### src/rtl/dense_layer_seq.sv
// dense_layer_seq: sequential fully-connected layer feeding the final
// classification stage. A single multiply-accumulate unit is shared across
// all neurons; weights and biases come from an external synchronous ROM with
// one cycle of read latency.
//
// State table:
//   IDLE  | waiting for start; outputs hold last results
//   ISSUE | one ROM read per cycle: IN_SIZE weights, then the bias
//   DRAIN | bias arrives; saturated result written, next neuron or DONE
//   DONE  | closing cycle; out_valid/busy update on leaving this state
//
// Ports:
//   clk           system clock, rising edge
//   rst           synchronous active-low reset
//   start         new inference request, accepted in IDLE only
//   in_vector     IN_SIZE x IN_W signed activations, element i at [i*IN_W +: IN_W]
//   w_en, w_addr  ROM read request
//   w_data        ROM read data, valid one cycle after the request
//   busy          high from start acceptance until out_valid rises
//   output_vector OUT_SIZE x ACC_W signed results, element o at [o*ACC_W +: ACC_W]
//   out_valid     one-cycle pulse when all results are available
module dense_layer_seq #(
  parameter int IN_SIZE  = 16,
  parameter int OUT_SIZE = 3,
  parameter int IN_W     = 16,
  parameter int W_W      = 8,
  parameter int ACC_W    = 32,
  parameter int ADDR_W   = 8
) (
  input  logic                      clk,
  input  logic                      rst,
  input  logic                      start,
  input  logic [IN_SIZE*IN_W-1:0]   in_vector,
  output logic                      w_en,
  output logic [ADDR_W-1:0]         w_addr,
  input  logic [W_W-1:0]            w_data,
  output logic                      busy,
  output logic [OUT_SIZE*ACC_W-1:0] output_vector,
  output logic                      out_valid
);

  localparam int I_W   = $clog2(IN_SIZE + 1);
  localparam int O_W   = (OUT_SIZE > 1) ? $clog2(OUT_SIZE) : 1;
  localparam int P_W   = W_W + IN_W;
  localparam int SUM_W = ACC_W + W_W + $clog2(IN_SIZE + 1);

  localparam logic [1:0] IDLE  = 2'd0;
  localparam logic [1:0] ISSUE = 2'd1;
  localparam logic [1:0] DRAIN = 2'd2;
  localparam logic [1:0] DONE  = 2'd3;

  logic [1:0]              state;
  logic [O_W-1:0]          o_idx;
  logic [I_W-1:0]          i_idx;
  logic [I_W-1:0]          rd_idx;
  logic                    rd_valid;
  logic [IN_SIZE*IN_W-1:0] in_lat;
  logic [SUM_W-1:0]        acc;

  logic                    issue_bias;
  logic [ADDR_W-1:0]       wt_addr;
  logic [ADDR_W-1:0]       bias_addr;
  logic [IN_W-1:0]         x_sel;
  logic [P_W-1:0]          prod;
  logic [SUM_W-1:0]        prod_ext;
  logic [SUM_W-1:0]        bias_ext;
  logic [SUM_W-1:0]        fin;
  logic [SUM_W-ACC_W:0]    fin_hi;
  logic [ACC_W-1:0]        sat_val;

  always_comb begin
    issue_bias = (i_idx == I_W'(IN_SIZE));
    wt_addr    = ADDR_W'(int'(o_idx) * IN_SIZE + int'(i_idx));
    bias_addr  = ADDR_W'(OUT_SIZE * IN_SIZE + int'(o_idx));
    w_en       = (state == ISSUE);
    w_addr     = '0;
    if (state == ISSUE)
      w_addr = issue_bias ? bias_addr : wt_addr;
  end

  // Operands are sign-extended to the product width first; the low P_W bits
  // of that unsigned product are the exact two's-complement signed product.
  always_comb begin
    x_sel    = in_lat[int'(rd_idx)*IN_W +: IN_W];
    prod     = {{IN_W{w_data[W_W-1]}}, w_data} * {{W_W{x_sel[IN_W-1]}}, x_sel};
    prod_ext = {{(SUM_W-P_W){prod[P_W-1]}}, prod};
    bias_ext = {{(SUM_W-W_W){w_data[W_W-1]}}, w_data};
    fin      = acc + bias_ext;
    fin_hi   = fin[SUM_W-1:ACC_W-1];
    // In range only when every bit above the ACC_W sign bit matches it.
    if (fin_hi == '0 || fin_hi == '1)
      sat_val = fin[ACC_W-1:0];
    else if (fin[SUM_W-1])
      sat_val = {1'b1, {(ACC_W-1){1'b0}}};
    else
      sat_val = {1'b0, {(ACC_W-1){1'b1}}};
  end

  always_ff @(posedge clk) begin
    if (!rst) begin
      state         <= IDLE;
      o_idx         <= '0;
      i_idx         <= '0;
      rd_idx        <= '0;
      rd_valid      <= 1'b0;
      in_lat        <= '0;
      acc           <= '0;
      busy          <= 1'b0;
      out_valid     <= 1'b0;
      output_vector <= '0;
    end else begin
      out_valid <= 1'b0;
      rd_valid  <= 1'b0;
      if (rd_valid)
        acc <= acc + prod_ext;

      case (state)
        IDLE: begin
          // The out_valid cycle still belongs to the finishing run, so a
          // start seen there is not taken.
          if (start && !out_valid) begin
            in_lat <= in_vector;
            acc    <= '0;
            busy   <= 1'b1;
            o_idx  <= '0;
            i_idx  <= '0;
            state  <= ISSUE;
          end
        end
        ISSUE: begin
          rd_valid <= !issue_bias;
          rd_idx   <= i_idx;
          if (issue_bias)
            state <= DRAIN;
          else
            i_idx <= i_idx + I_W'(1);
        end
        DRAIN: begin
          output_vector[int'(o_idx)*ACC_W +: ACC_W] <= sat_val;
          acc <= '0;
          if (o_idx == O_W'(OUT_SIZE - 1)) begin
            state <= DONE;
          end else begin
            o_idx <= o_idx + O_W'(1);
            i_idx <= '0;
            state <= ISSUE;
          end
        end
        default: begin
          out_valid <= 1'b1;
          busy      <= 1'b0;
          state     <= IDLE;
        end
      endcase
    end
  end

endmodule

### config.mk
export PLATFORM = sky130hd
export DESIGN_NAME = dense_layer_seq
export DESIGN_NICKNAME = d
export VERILOG_FILES = /design/src/rtl/dense_layer_seq.sv
export SDC_FILE = /design/constraint.sdc
export NUM_CORES = 1
export LEC_CHECK = 0
export CAP_MARGIN = 20
export CORE_UTILIZATION = 40
export CTS_CLUSTER_DIAMETER = 60
export DETAILED_ROUTE_END_ITERATION = 12
export SYNTH_ARGS = -nofsm -noshare
export SYNTH_HDL_FRONTEND = slang
export SYNTH_SLANG_ARGS = --single-unit
### constraint.sdc
create_clock -name clk -period 10.8 [get_ports clk]
set_input_delay 1.08 -clock clk [delete_from_list [all_inputs] [get_ports clk]]
set_output_delay 1.08 -clock clk [all_outputs]
set_load 0.03 [all_outputs]
==> metrics, run 1 <==
outcome=finished clean; largest net degree at the start of global routing=223; Core Region=65860 sq um; Post-synth ARST share=0; starting DRC count in detailed routing=1648; Total Nets Final=3921; initial core utilization=0.4044; clk buf depth=3; Worst Path Required=11.23 ns; Worst Setup EP=acc[42]; crit-path max cell delay=0.69 ns; Max Fanout on Critical Path=18; synthesis-to-layout area growth=22.69%; # setup viols final=0; CTS tree=built; Sw Pwr=0.003401 W; commonest non-fill, non-tap cell in the layout=nand2_1; most frequent cells in the layout=nand2_1, a21oi_1, dfxtp_1; vias after detailed routing=22840; Synth Area in XOR/XNOR=0.03420; placed cell count=4214; prevailing post-synth register cell=dfxtp_1; vias per inst=5.307; Power per Cell Area=242.2 nW/um^2; adder-cell share of the synthesized area=0.1480; post-detail-place hpwl=61650 um; Seq pwr share=0.245; die area=67620 sq um; worst reg2reg path depth=34; static leakage=12.97 nW; Synth Area in Simple Gates=0.1872; worst min path class=flip-flop to flip-flop; worst hold start=in_lat[35]; GRT Util Overall=0.2364; VDD IR max=0.0001816 V; total area of sequential cells=8294 sq um; DP Worst Slack=0.8157 ns; post-route worst setup slack=0.7806 ns; largest family of logic cells by synthesized area=simple AND/OR/NAND/NOR gates; WS Path Type=flip-flop to flip-flop; Synth Area in Compound Gates=0.1841; GRT overflow=0; Reg-to-Reg End=acc[42]; clock sinks=414; PortBufs=372; post-synthesis sequential area ratio=0.3112; post-synth cell types=76; Tcrit/Tclk final=0.9277; share of cells above drive strength 1=0.08375; area leader, netlist=dfxtp_1; fin cells=4304; # DRC=0; Vert. Die Dim=260.0 um; RR Startpoint=rd_idx[0]; area share of the largest cell type after synthesis=0.3112; clock slew at reported path FFs=0.06 ns; Power Internal=0.004515 W; Worst path most repeated cell=fa_1; area of the multi-input gates=16900 sq um; syn_nets=3653; reg2reg setup slack=0.78 ns; Post-Syn Area=26630 sq um; CP Capture Type=flip-flop; Max Clock Freq=0.09981 GHz; Post-CTS Setup Inserts=0; Root Buffer=clkbuf_16; critical path startpoint=rd_idx[0]; Pre-Repair DR Iteration Count=5; Comb pwr share=0.542; final WL=81580 um; fillers=6429; Finished Cell Area=32680 sq um; Post-synth EDFFs=0; clock power share=0.214; Net Sw Frac=0.4296; ANT nets after route=0; Synth warnings=0; Synth Register Bits=414; Die Width=260.0 um; cell count after synthesis=3134; # rows=94; startpoint types=flip-flop; DR WL/cell=18.95 um; first-pass GRT wire length=125400 um; H-tree levels=2; Post-CTS Resized=0; clock buffer count from CTS=49; post-synthesis mux area share=0.07967; setup TNS=0 ns; crit path time final=10.02 ns; clk_lat worst skew=0.61 ns; CP max-delay cell=a2111oi_0; pins over their slew limit=0; top post-synthesis cells by area=dfxtp_1, nand2_1, a21oi_1; vias in the first global route=22003; worst path arrival time=10.45 ns; RSZ-0062 raised after global routing=no; minimum hold slack=0.4501 ns; synthesized area per cell=8.498 sq um; cts hold-fix bufs=0; Post-DP Area=30990 sq um; Least-Margin Pin Slew=1.139 ns; # IOs=374; skew final=0.05278 ns; antenna violations before repair=0; final hold violation count=0; Slew headroom=0.2408; max_cap viols=0; gpl congestion=0.8659
critical path: cells and delay by family, from the launching register on:
| kind | cells | cell delay, ns |
|---|---|---|
| AOI/OAI and AO/OA | 15 | 3.52 |
| adders and majority gates | 6 | 2.64 |
| DFF | 1 | 0.57 |
| buffers and inverters | 5 | 0.87 |
| muxes | 3 | 1.14 |
| xor gates and xnor gates | 2 | 0.58 |
| and+or+nand+nor | 3 | 0.53 |
cell type report:
cell class,instances,share of cell area
Clock inverter,21,0.007734
Sequential cell,414,0.2538
Clock buffer,67,0.04327
Tap cell,864,0.03308
Antenna cell,1,0.00007658
Timing Repair Buffer,405,0.1233
Multi-Input combinational cell,2346,0.5171
Inverter,186,0.02160
routing by layer:
layer | vias up | track usage | share of wire | wire length (um)
li1 | 11302 | - | - | -
met1 | 10863 | 0.3109 | 0.44 | 35740
met2 | 546 | 0.3885 | 0.48 | 38890
met3 | 129 | 0.03548 | 0.047 | 3856
met4 | 0 | 0.09265 | 0.038 | 3103
met5 | - | 0 | 0 | 0
cells by family after synthesis:
logic type	Yosys count
simple gates	1122
compound gates	755
flops	414
buf+inv	374
fa+ha+maj	252
mux	112
xor+xnor	104
other cells	1
flip-flops by register name, indices dropped and copies added, names as in the netlist:
| register | flops |
|---|---|
| in_lat | 256 |
| output_vector | 96 |
| acc | 45 |
| i_idx | 5 |
| rd_idx | 5 |
| o_idx | 2 |
| state | 2 |
| busy | 1 |
| out_valid | 1 |
| rd_valid | 1 |
per-stage QoR:
stage	utilization	total power, W
2_1_floorplan	-	0.005191
3_3_place_gp	0.4705	0.006247
3_5_place_dp	0.4705	0.006253
4_1_cts	0.4958	0.007954
5_1_grt	0.4961	0.008571
6_report	0.4961	0.007916
worst min-delay path by stage:
stage / to / slack (ns) / depth (start not counted)
2_1_floorplan: in_lat[100] / 0.43 / 2
3_3_place_gp: output_vector[7] / 0.44 / 2
3_5_place_dp: in_lat[61] / 0.44 / 2
4_1_cts: in_lat[61] / 0.45 / 2
5_1_grt: output_vector[7] / 0.47 / 2
6_report: in_lat[35] / 0.45 / 2
power by group through the flow:
stage          clock [W]  sequential, W  combinational (W)
2_1_floorplan          0        0.00193            0.00326
3_3_place_gp           0        0.00197            0.00428
3_5_place_dp           0        0.00197            0.00428
4_1_cts          0.00172        0.00194            0.00430
5_1_grt          0.00178        0.00196            0.00483
6_report         0.00169        0.00194            0.00429
Yosys cell counts, types with 5 or more instances:
cell type,n
a2111oi_0,6
a211o_1,9
a211oi_1,14
a21o_1,37
a21oi_1,425
a21oi_2,5
a221oi_1,36
a221oi_2,31
a31oi_1,11
and2_1,143
and3_1,7
and4_1,6
buf_1,13
buf_2,24
buf_4,6
clkbuf_1,142
dfxtp_1,414
fa_1,105
ha_1,147
inv_1,184
mux2i_1,32
mux4_2,80
nand2_1,669
nand2b_1,23
nand3_1,21
nand4_1,16
nor2_1,138
nor2b_1,25
nor3_1,27
o211a_1,5
o211ai_1,10
o21a_1,14
o21ai_0,51
o21ai_1,17
o21bai_1,15
o221a_1,20
o31a_1,5
o31ai_1,5
or2_2,25
or3_1,7
xnor2_1,77
xor2_1,27
Note: power is estimated with default switching activity, not from simulation.
==> run 2: changes to the inputs <==
--- a/config.mk
+++ b/config.mk
@@ -9,6 +9,7 @@
 export CORE_UTILIZATION = 40
 export CTS_CLUSTER_DIAMETER = 60
 export DETAILED_ROUTE_END_ITERATION = 12
+export PLACE_DENSITY_LB_ADDON = 0.15
 export SYNTH_ARGS = -nofsm -noshare
 export SYNTH_HDL_FRONTEND = slang
 export SYNTH_SLANG_ARGS = --single-unit
==> run 2 against run 1 <==
Routed wire length increased by 4.6%. Flip-flop and latch count unchanged. First-iteration DRC count increased by 2.4%. Clock skew increased by 0.0076 ns. Non-clock buffer count decreased by 6. Critical endpoint is now acc[44]. Largest cell class unchanged.
==> metrics, run 2 (same netlist as run 1, synthesis figures left out) <==
pins over their slew limit=0; biggest regs=in_lat (256), output_vector (96), acc (45); # rows=94; Slew headroom=0.1275; max reg flops=256; Tcrit/Tclk final=0.9325; clk_lat worst skew=0.61 ns; post-detail-place hpwl=65420 um; most frequent cells in the layout=nand2_1, a21oi_1, dfxtp_1; Max Fanout on Critical Path=17; clk buf depth=3; die area=67620 sq um; VDD IR max=0.0002132 V; worst hold start=in_lat[40]; worst min-delay path endpoint=in_lat[40]; Worst Path Required=11.28 ns; Least-Margin Pin Slew=1.309 ns; worst reg2reg path depth=37; fillers=6241; largest net degree at the start of global routing=259; final core occ=0.4972; PortBufs=372; # IOs=374; worst min path class=flip-flop to flip-flop; WS Path Type=flip-flop to flip-flop; final hold violation count=0; max_cap viols=0; fin cells=4302; CP Capture Type=flip-flop; GRT overflow=0; H-tree levels=2; DR WL/cell=19.84 um; antenna violations before repair=1; minimum hold slack=0.4519 ns; outcome=finished clean; CP max-delay cell=mux4_2; worst path arrival time=10.55 ns; RSZ-0062 raised after global routing=no; reg2reg setup slack=0.73 ns; Die Width=260.0 um; total area of sequential cells=8294 sq um; vias after detailed routing=23422; static leakage=12.99 nW; commonest non-fill, non-tap cell in the layout=nand2_1; clock sinks=414; CTS tree=built; skew final=0.06041 ns; Worst path most repeated cell=a21oi_1; gpl congestion=0.8875; vias per inst=5.444; final WL=85340 um; placed cell count=4209; Vert. Die Dim=260.0 um; synthesis-to-layout area growth=22.94%; clock buffer count from CTS=50; share of cells above drive strength 1=0.08292; Largest Register=in_lat; Pre-Repair DR Iteration Count=5; # DRC=0; RR Startpoint=rd_idx[0]; setup TNS=0 ns; # setup viols final=0; ANT nets after route=0; Max Clock Freq=0.09930 GHz; Power per Cell Area=247.9 nW/um^2; crit path time final=10.07 ns; Hold Crit Depth=2; vias in the first global route=23233; area of the multi-input gates=16900 sq um; startpoint types=flip-flop; crit-path max cell delay=0.61 ns; clock slew at reported path FFs=0.06 ns; initial core utilization=0.4044; Reg-to-Reg End=acc[44]; starting DRC count in detailed routing=1688; Total Nets Final=3916; first-pass GRT wire length=131900 um; Post-CTS Setup Inserts=0; post-route worst setup slack=0.7290 ns; DP Worst Slack=0.6463 ns; GRT Util Overall=0.2476; Core Region=65860 sq um; Root Buffer=clkbuf_16
## run 2: changes by cell type in the layout (fill, tap and decap cells not counted), moves of 3 or more
| cell | delta |
|---|---|
| buf_4 | -5 |
| bufinv_16 | +4 |
| clkbuf_16 | +3 |
| clkbuf_8 | -6 |
| inv_6 | +3 |
## run 2: timing repair
| action | CTS | global route |
|---|---|---|
| setup endpoints to repair | 0 | 1 |
| gates resized for setup | 0 | 3 |
| hold buffers | 0 | 0 |
## run 2: per-layer routing
layer	global-route usage	routed length [um]	vias up
li1	-	-	11308
met1	0.3118	35910	11428
met2	0.4464	43910	569
met3	0.02544	3489	117
met4	0.06634	2034	0
met5	0	0	-
## run 2: worst max path at each step
stage                          to  depth (start not counted)  slack (ns)      start
after floorplan           acc[44]                         36        0.68  rd_idx[0]
after global placement    acc[44]                         35        0.86  rd_idx[0]
after detailed placement  acc[44]                         37        0.65  rd_idx[0]
after CTS                 acc[44]                         37        0.57  rd_idx[0]
after global routing      acc[44]                         37        0.04  rd_idx[0]
final                     acc[44]                         37        0.73  rd_idx[0]
## run 2: power breakdown
part	switching, W	leakage [nW]	internal, W
combinational	0.00262	8.74	0.00175
clock	0.000710	0.870	0.00110
sequential	0.000176	3.38	0.00176
## run 2: worst max-delay path, delay by kind of cell (launching register included)
kind | cells | cell delay [ns]
AO/OA/AOI/OAI | 17 | 3.53
XOR/XNOR | 2 | 0.31
adder cells (fa/ha/maj) | 6 | 2.67
buffers and inverters | 6 | 0.85
flip-flops | 1 | 0.54
multiplexers | 2 | 1.12
AND/OR/NAND/NOR | 4 | 0.92
## run 2: stage by stage
stage	area, sq um	total power, W
after CTS	32740	0.008145
after global placement	30950	0.006216
after global routing	32740	0.008702
final	32750	0.008118
after floorplan	26630	0.005191
after detailed placement	30950	0.006318
## run 2: final cells by class
| cell class | count | share of cell area |
|---|---|---|
| antenna | 1 | 0.00007642 |
| clock buffer | 65 | 0.04306 |
| clock inverter | 27 | 0.01150 |
| inverter | 186 | 0.02155 |
| multi-input combinational | 2346 | 0.5162 |
| sequential | 414 | 0.2533 |
| tap | 864 | 0.03301 |
| timing repair buffer | 399 | 0.1213 |
